[src/rtl/xor_puf_eval_ctrl.sv]
// XOR arbiter PUF evaluation sequencer.
// Latches a challenge and runs EVALS rounds of clear/launch/settle/sample.
// Each round XOR-reduces the K arbiter bits. The controller returns a majority-voted
// response, a stability flag and the count of rounds whose XOR result was 1.
module xor_puf_eval_ctrl #(
    parameter int unsigned N      = 128,
    parameter int unsigned K      = 4,
    parameter int unsigned SETTLE = 8,
    parameter int unsigned EVALS  = 5
) (
    input  logic                         clk,
    input  logic                         reset,
    input  logic                         chal_valid,
    output logic                         chal_ready,
    input  logic [N-1:0]                 chal,
    output logic [N-1:0]                 sel,
    output logic                         arb_clr,
    output logic                         launch,
    input  logic [K-1:0]                 arb,
    output logic                         resp_valid,
    input  logic                         resp_ready,
    output logic                         resp,
    output logic                         resp_stable,
    output logic [$clog2(EVALS+1)-1:0]   resp_ones,
    output logic [K-1:0]                 resp_raw
);

    localparam int unsigned OnesW  = $clog2(EVALS + 1);
    localparam int unsigned RoundW = (EVALS > 1) ? $clog2(EVALS) : 1;
    localparam int unsigned CntW   = $clog2(SETTLE + 1);

    localparam logic [RoundW-1:0] LastRound  = RoundW'(EVALS - 1);
    localparam logic [CntW-1:0]   SettleLoad = CntW'(SETTLE);
    localparam logic [OnesW-1:0]  HalfEvals  = OnesW'(EVALS / 2);
    localparam logic [OnesW-1:0]  AllEvals   = OnesW'(EVALS);

    typedef enum logic [2:0] {
        StIdle,
        StClear,
        StLaunch,
        StSettle,
        StSample,
        StDone
    } state_e;

    state_e              state_q, state_d;
    logic [N-1:0]        sel_q, sel_d;
    logic [RoundW-1:0]   round_q, round_d;
    logic [OnesW-1:0]    ones_q, ones_d;
    logic [CntW-1:0]     cnt_q, cnt_d;
    logic [K-1:0]        raw_q, raw_d;
    logic                chal_ready_q, chal_ready_d;
    logic                arb_clr_q, arb_clr_d;
    logic                launch_q, launch_d;
    logic                resp_valid_q, resp_valid_d;
    logic                resp_q, resp_d;
    logic                resp_stable_q, resp_stable_d;
    logic [OnesW-1:0]    resp_ones_q, resp_ones_d;

    // Next-state sequencing, plus the outputs precomputed from the next state so they come
    // straight from flops.
    always_comb begin
        state_d  = state_q;
        sel_d    = sel_q;
        round_d  = round_q;
        ones_d   = ones_q;
        cnt_d    = cnt_q;
        raw_d    = raw_q;

        unique case (state_q)
            StIdle: begin
                // chal_ready is 1 throughout IDLE, so chal_valid alone completes the handshake.
                if (chal_valid) begin
                    sel_d   = chal;
                    ones_d  = '0;
                    round_d = '0;
                    state_d = StClear;
                end
            end
            StClear:  state_d = StLaunch;
            StLaunch: begin
                cnt_d   = SettleLoad;
                state_d = StSettle;
            end
            StSettle: begin
                // The counter is loaded with SETTLE and leaves on 1, giving exactly SETTLE cycles.
                if (cnt_q == CntW'(1)) begin
                    state_d = StSample;
                end else begin
                    cnt_d = cnt_q - CntW'(1);
                end
            end
            StSample: begin
                ones_d = ones_q + OnesW'(^arb);
                raw_d  = arb;
                if (round_q == LastRound) begin
                    state_d = StDone;
                end else begin
                    round_d = round_q + RoundW'(1);
                    state_d = StClear;
                end
            end
            StDone: begin
                if (resp_ready) begin
                    state_d = StIdle;
                end
            end
            default: state_d = StIdle;
        endcase

        chal_ready_d  = (state_d == StIdle);
        arb_clr_d     = (state_d == StClear);
        launch_d      = (state_d == StLaunch);
        resp_valid_d  = (state_d == StDone);
        resp_d        = resp_valid_d & (ones_d > HalfEvals);
        resp_stable_d = resp_valid_d & ((ones_d == '0) || (ones_d == AllEvals));
        resp_ones_d   = resp_valid_d ? ones_d : '0;
    end

    // State and registered outputs; an asynchronous reset abandons any evaluation in flight.
    always_ff @(posedge clk or negedge reset) begin
        if (!reset) begin
            state_q       <= StIdle;
            sel_q         <= '0;
            round_q       <= '0;
            ones_q        <= '0;
            cnt_q         <= '0;
            raw_q         <= '0;
            chal_ready_q  <= 1'b1;
            arb_clr_q     <= 1'b0;
            launch_q      <= 1'b0;
            resp_valid_q  <= 1'b0;
            resp_q        <= 1'b0;
            resp_stable_q <= 1'b0;
            resp_ones_q   <= '0;
        end else begin
            state_q       <= state_d;
            sel_q         <= sel_d;
            round_q       <= round_d;
            ones_q        <= ones_d;
            cnt_q         <= cnt_d;
            raw_q         <= raw_d;
            chal_ready_q  <= chal_ready_d;
            arb_clr_q     <= arb_clr_d;
            launch_q      <= launch_d;
            resp_valid_q  <= resp_valid_d;
            resp_q        <= resp_d;
            resp_stable_q <= resp_stable_d;
            resp_ones_q   <= resp_ones_d;
        end
    end

    assign chal_ready  = chal_ready_q;
    assign sel         = sel_q;
    assign arb_clr     = arb_clr_q;
    assign launch      = launch_q;
    assign resp_valid  = resp_valid_q;
    assign resp        = resp_q;
    assign resp_stable = resp_stable_q;
    assign resp_ones   = resp_ones_q;
    assign resp_raw    = raw_q;

endmodule

[config.mk]
export PLATFORM = sky130hd
export DESIGN_NAME = xor_puf_eval_ctrl
export DESIGN_NICKNAME = d
export VERILOG_FILES = /design/src/rtl/xor_puf_eval_ctrl.sv
export SDC_FILE = /design/constraint.sdc
export NUM_CORES = 1
export LEC_CHECK = 0
export ABC_AREA = 1
export ABC_CLOCK_PERIOD_IN_PS = 1400
export BUFFER_PORTS_ARGS = -buffer_cell sky130_fd_sc_hd__buf_2
export CAP_MARGIN = 20
export CORE_MARGIN = 2
export CORE_UTILIZATION = 43
export CTS_CLUSTER_DIAMETER = 100
export DETAILED_ROUTE_END_ITERATION = 8
export PLACE_DENSITY = 0.87
export SYNTH_ARGS = -nofsm -noshare
export SYNTH_HDL_FRONTEND = slang
export SYNTH_SLANG_ARGS = --single-unit
[constraint.sdc]
create_clock -name clk -period 1.4 [get_ports clk]
set_clock_uncertainty 0.05 [all_clocks]
set_input_delay 0.07 -clock clk [delete_from_list [all_inputs] [get_ports clk]]
set_output_delay 0.07 -clock clk [all_outputs]
set_load 0.01 [all_outputs]
==> flow_metrics.tcl, run 1 <==
set metrics [dict create \
    status "finished, violations left" \
    violations "negative setup slack" \
    path_cells "inv_4 -> nand3_4 -> buf_12 -> mux2_4" \
    setup_viol 129 \
    synth_area_per_cell_um2 16.1 \
    dp_slack_ns -0.213 \
    cts_tree "built" \
    design_area_um2 10200 \
    tightest_slew_ns 0.388 \
    hp-class "input port to asynchronous set/reset pin" \
    drive_above_1_share_pct 56.4 \
    fmax_mhz 664 \
    gp_congestion 0.814 \
    synth_area_um2 6550 \
    synth_enable_flop_cells 0 \
    arrival_ns 1.75 \
    hpwl_mm 10.8 \
    synth_area_leaders "dfrtp_1 58%, mux2_4 27%, buf_12 3.4%" \
    place_area_um2 8130 \
    synth_top_family_by_area "multiplexers" \
    synth_commonest_cells "153 x dfrtp_1, 120 x mux2_4, 37 x nand2_1, 21 x inv_1, 12 x nand3_1" \
    synth_ff_type "dfrtp_1" \
    synth_top_area_cell "dfrtp_1" \
    critPathMaxFanout 49 \
    port_buffers 276 \
    route.detailed.drc 0 \
    synth_top_area_share_pct 58.4 \
    synthArstFlopShare_pct 100 \
    fp.dieH_um 127 \
    grt_util_all_layers_pct 22.8 \
    syn_nets 548 \
    power_mw 10.6 \
    synth_xor_area_share_pct 0.535 \
    synthCells 406 \
    hold_ws_ns 0.0363 \
    syn2layout_area_growth_pct 56.1 \
    maxSlewHeadroom_pct 74.1 \
    ios 277 \
    nets 985 \
    finalHoldViolCount 0 \
    cts.sinks 154 \
    leakagePower_nw 6.02 \
    drt_pass1_iterations 4 \
    max_cap_viol_count 0 \
    path_clk_slew_ns 0.07 \
    r2r_start "state_q[2]" \
    clock_latency_ns 0.43 \
    use_met3_pct 5.99 \
    slowest_delay_ns 0.40 \
    ys_seq_area_share_pct 58.8 \
    dieArea_um2 16200 \
    synth.distinct_cells 23 \
    synth-seq-cells 154 \
    start_kind "flop" \
    avgRoutedWirePerCell_um 17.8 \
    gr-total-overflow 0 \
    via_per_inst 4.74 \
    nFillCells 953 \
    htreeDepth 4 \
    use_met1_pct 25.4 \
    cp_slowest_cell "dfrtp_1" \
    yosysMostFrequentCell "dfrtp_1" \
    grt_pass1_wl_mm 28.3 \
    ant_nets 0 \
    fin_crit_sh_pct 108 \
    antenna_found_initial 2 \
    synthSimpleGateAreaFrac_pct 4.32 \
    grt_max_degree 50 \
    cp_data_required_time_ns 1.65 \
    cts_buffer_depth 2 \
    min_period_ns 1.51 \
    worst_slack_ns -0.106 \
    peakVddDrop_uv 942 \
    synth_fa_ha_area_share_pct 1.15 \
    cts_root_buf "clkbuf_16" \
    crit_path_end_kind "flop" \
    synth_compound_area_share_pct 0.936 \
    wl_mm 18.6 \
    placeableCoreArea_um2 15000 \
    rr_worst_depth 4 \
    start_util_pct 43.6 \
    top_usage_layer "met2" \
    powerDensity_nw_per_um2 1040 \
    crit_type "flop to flop" \
    r2r-end "sel[62]" \
    r2r_slack_ns -0.11 \
    synthMuxAreaShare_pct 28.9 \
    use_met2_pct 41.1 \
    drv_slew 0 \
    die_width_um 127 \
    fp-row-count 45 \
    grt_pass1_vias 5289 \
    rsz0062_at_grt "true" \
    drt_iter0_drc 197 \
    via_count 4949 \
    cts_buffers 17 \
    ys_warn_count 0 \
]
## cells by family (layout without fill, tap and decap cells)
family,after synthesis,after routing
flops,154,154
mux,128,128
simple gates,64,64
buf+inv,38,487
compound gates,12,12
fa+ha+maj,6,6
xor+xnor,4,4
other cells,0,2
## per-stage QoR
| stage | TNS [ns] | utilization [%] | cells |
|---|---|---|---|
| after global routing | -14.28 | 68.0 | 1045 |
| final | -8.46 | 68.0 | 1045 |
| after CTS | -4.95 | 67.5 | 1040 |
| after floorplan | -0.671 | - | 406 |
| after global placement | -1.15 | 54.1 | 874 |
| after detailed placement | -3.71 | 54.1 | 874 |
## cells in the final DEF (no fill, tap or decap), types with 6 or more instances in the layout
| cell | n |
|---|---|
| mux2_4 | 120 |
| dfrtp_1 | 153 |
| nor2_1 | 6 |
| mux2_2 | 8 |
| o21ai_0 | 7 |
| nand3_1 | 12 |
| nand2_2 | 9 |
| nand2_1 | 29 |
| buf_2 | 275 |
| buf_4 | 18 |
| dlygate4sd3_1 | 133 |
| inv_1 | 19 |
| clkbuf_16 | 17 |
## flip-flops by register name (all words and copies together) (netlist names), 3 cells and up
signal / flops
ones_q: 3
sel: 128
resp_ones: 3
resp_raw: 4
state_q: 3
cnt_q: 4
round_q: 3
## per-layer routing
| metal | share of wire (%) | vias to the layer above | routed length [µm] |
|---|---|---|---|
| met1 | 38 | 2449 | 7160 |
| met3 | 5.2 | 52 | 961 |
| li1 | - | 2252 | - |
| met4 | 2.9 | 0 | 544 |
| met5 | 0 | - | 0 |
| met2 | 53 | 196 | 9960 |
## final cells by class
| cell class | count | area, µm² | share of cell area, % |
|---|---|---|---|
| flip-flops and latches | 154 | 3850 | 37.7 |
| repair buffers | 433 | 2980 | 29.2 |
| multi-input cells | 214 | 2410 | 23.5 |
| clock buffers | 18 | 439 | 4.29 |
| well taps | 188 | 235 | 2.30 |
| clock inverters | 13 | 214 | 2.09 |
| inverters | 23 | 88.8 | 0.869 |
| diodes | 2 | 5.00 | 0.0489 |
## how the worst max path moves through the flow
stage	start	end	slack, ns
2_1_floorplan	state_q[0]	sel[0]	-0.007
3_3_place_gp	arb[1]	resp_stable	-0.12
3_5_place_dp	arb[1]	resp_stable	-0.21
4_1_cts	state_q[2]	sel[49]	-0.07
5_1_grt	ones_q[0]	resp_stable	-0.16
6_report	state_q[2]	sel[62]	-0.11
## critical path: cells and delay by family, from the launching register on
| family | cells | cell delay (ns) |
|---|---|---|
| buffers and inverters | 2 | 0.40 |
| DFF | 1 | 0.40 |
| muxes | 1 | 0.34 |
| and+or+nand+nor | 1 | 0.13 |
## where the power goes
part | internal (mW) | switching (mW) | leakage, nW | total (mW)
clock | 3.23 | 1.88 | 0.314 | 5.10
combinational | 0.546 | 0.419 | 3.60 | 0.964
sequential | 4.50 | 0.0512 | 2.11 | 4.55
## timing repair
action / 4_1_cts / 5_1_grt
pin swaps: 3 / 9
hold buffers: 133 / 0
endpoints found under the setup margin: 131 / 140
resized for setup: 6 / 15
cloned: 0 / 0
hold endpoints to repair: 285 / 0
setup buffers: 2 / 3
Note: power is estimated with default switching activity, not from simulation.
==> inputs of run 2 (changes only) <==
PLACE_DENSITY = 0.76   (was 0.87)
==> flow_metrics.tcl, run 2 (synthesis results as in run 1) <==
set metrics [dict create \
    status "finished, violations left" \
    violations "negative setup slack" \
    finalSetupTns_ns -13.49 \
    cts_buffers 17 \
    start_kind "flop" \
    leakagePower_nw 6.16 \
    crit_family "flip-flops" \
    maxSlewHeadroom_pct 73.3 \
    path_clk_slew_ns 0.07 \
    ant_nets 0 \
    p_sw_share_pct 22.3 \
    setup_viol 138 \
    path_cells "nor2_4 -> nand3_4 -> buf_12 -> buf_12 -> mux2_4" \
    hp-class "input port to asynchronous set/reset pin" \
    avgRoutedWirePerCell_um 18.1 \
    tightest_slew_ns 0.401 \
    gp_congestion 0.784 \
    critPathMaxFanout 12 \
    finalHoldViolCount 0 \
    crit_type "flop to flop" \
    layout_commonest_cell "buf_2" \
    power.switching_mw 2.33 \
    cts_tree "built" \
    fp.dieH_um 127 \
    placeableCoreArea_um2 15000 \
    antenna_found_initial 1 \
    largest_reg_flops 128 \
    cts_buffer_depth 2 \
    route.detailed.drc 0 \
    clock_latency_ns 0.42 \
    final_util_pct 69.5 \
    start_util_pct 43.6 \
    worst_slack_ns -0.143 \
    cp_data_required_time_ns 1.65 \
    dr.max_layer_used "met4" \
    slowest_delay_ns 0.41 \
    via_count 5099 \
    drv_slew 0 \
    nets 1010 \
    crit_path_end_kind "flop" \
    cp_slowest_cell "dfrtp_1" \
    grt_util_all_layers_pct 24.0 \
    drt_iter0_drc 160 \
    powerDensity_nw_per_um2 998 \
    dieArea_um2 16200 \
    fp-row-count 45 \
    wl_met2_mm 10.3 \
    clkPwrFrac_pct 47.1 \
    cts.sinks 154 \
    p_seq_share_pct 43.5 \
    wl_met3_mm 1.05 \
    min_period_ns 1.54 \
    syn2layout_area_growth_pct 59.5 \
    met1_length_mm 7.23 \
    final_cell_mix "275 x buf_2, 153 x dfrtp_1, 133 x dlygate4sd3_1" \
    htreeDepth 4 \
    hpwl_mm 11.5 \
    nFillCells 962 \
    p_comb_share_pct 9.4 \
    grt_pass1_wl_mm 29.8 \
    fin_crit_sh_pct 110 \
    cts_root_buf "clkbuf_16" \
    arrival_ns 1.79 \
    crit_path_frequent_cell "buf_12" \
    die_width_um 127 \
    rsz0062_at_grt "true" \
    drt_pass1_iterations 7 \
    grt_pass1_vias 5674 \
    peakVddDrop_uv 751 \
    grt_max_degree 40 \
    crit_buf_inv 2 \
    drive_above_1_share_pct 57.4 \
    port_buffers 276 \
    ios 277 \
    gr-total-overflow 0 \
    max_cap_viol_count 0 \
    via_per_inst 4.77 \
    cell_internal_pwr_mw 8.10 \
    fmax_mhz 648 \
    wl_mm 19.3 \
]
run 2: cell count changes in the layout (fill, tap and decap cells not counted), moves of 2 or more:
| cell | delta |
|---|---|
| a21oi_1 | -2 |
| a21oi_2 | +2 |
| buf_12 | +3 |
| buf_4 | +12 |
| buf_6 | +9 |
| nand2_2 | -3 |
| nand2_4 | +2 |
| nor2_1 | +3 |
| nor2_2 | -3 |
| o21ai_0 | -2 |
| o21ai_1 | +2 |
run 2: worst paths after layout:
path / from / end / slack, ns / cells after the start
min in group clk: resp_ready / resp_valid / 0.11 / 5
worst max-delay path: state_q[0] / sel[13] / -0.14 / 5
worst min-delay path: reset / sel[122] / 0.07 / 2
worst min register to register: resp_raw[0] / resp_raw[0] / 0.43 / 2
worst max register to register: state_q[0] / sel[13] / -0.14 / 5
max in group asynchronous: reset / chal_ready / 0.61 / 3
run 2: what timing repair did:
item,in CTS,in global routing
hold endpoints to repair,285,0
pin swaps,6,5
hold buffers,133,0
setup endpoints to repair,128,148
gates cloned,2,0
buffers inserted,9,4
gates resized for setup,26,13
run 2: final cells by class:
cell class	instances	area, µm²	area share, %
Multi-Input combinational cell	215	2420	23.2
Antenna cell	1	2.50	0.0239
Clock inverter	13	189	1.81
Clock buffer	18	439	4.20
Timing Repair Buffer	457	3220	30.8
Tap cell	188	235	2.25
Inverter	23	88.8	0.850
Sequential cell	154	3850	36.9
run 2: per-layer routing:
metal	global-route usage, %	up-vias
li1	-	2300
met1	26.9	2514
met2	43.3	222
met3	5.78	63
met4	10.9	0
met5	0	-
run 2: power groups by stage:
stage	clock network, mW	registers, mW	logic, mW
after floorplan	0	4.60	0.177
after global placement	0	4.60	0.511
after detailed placement	0	4.61	0.543
after CTS	4.99	4.53	0.905
after global routing	5.23	4.54	1.06
final	4.91	4.54	0.978
run 2: through the flow:
step	power, mW	instance area (µm²)	setup WS (ns)	std cells	hold WS, ns
floorplan	4.78	6560	-0.00671	406	-0.276
global placement	5.12	8260	-0.141	891	-0.0486
detailed placement	5.15	8260	-0.201	891	-0.0455
CTS	10.4	10400	-0.125	1066	0.0464
global route	10.8	10500	-0.197	1069	0.0880
finish	10.4	10500	-0.143	1069	0.0660
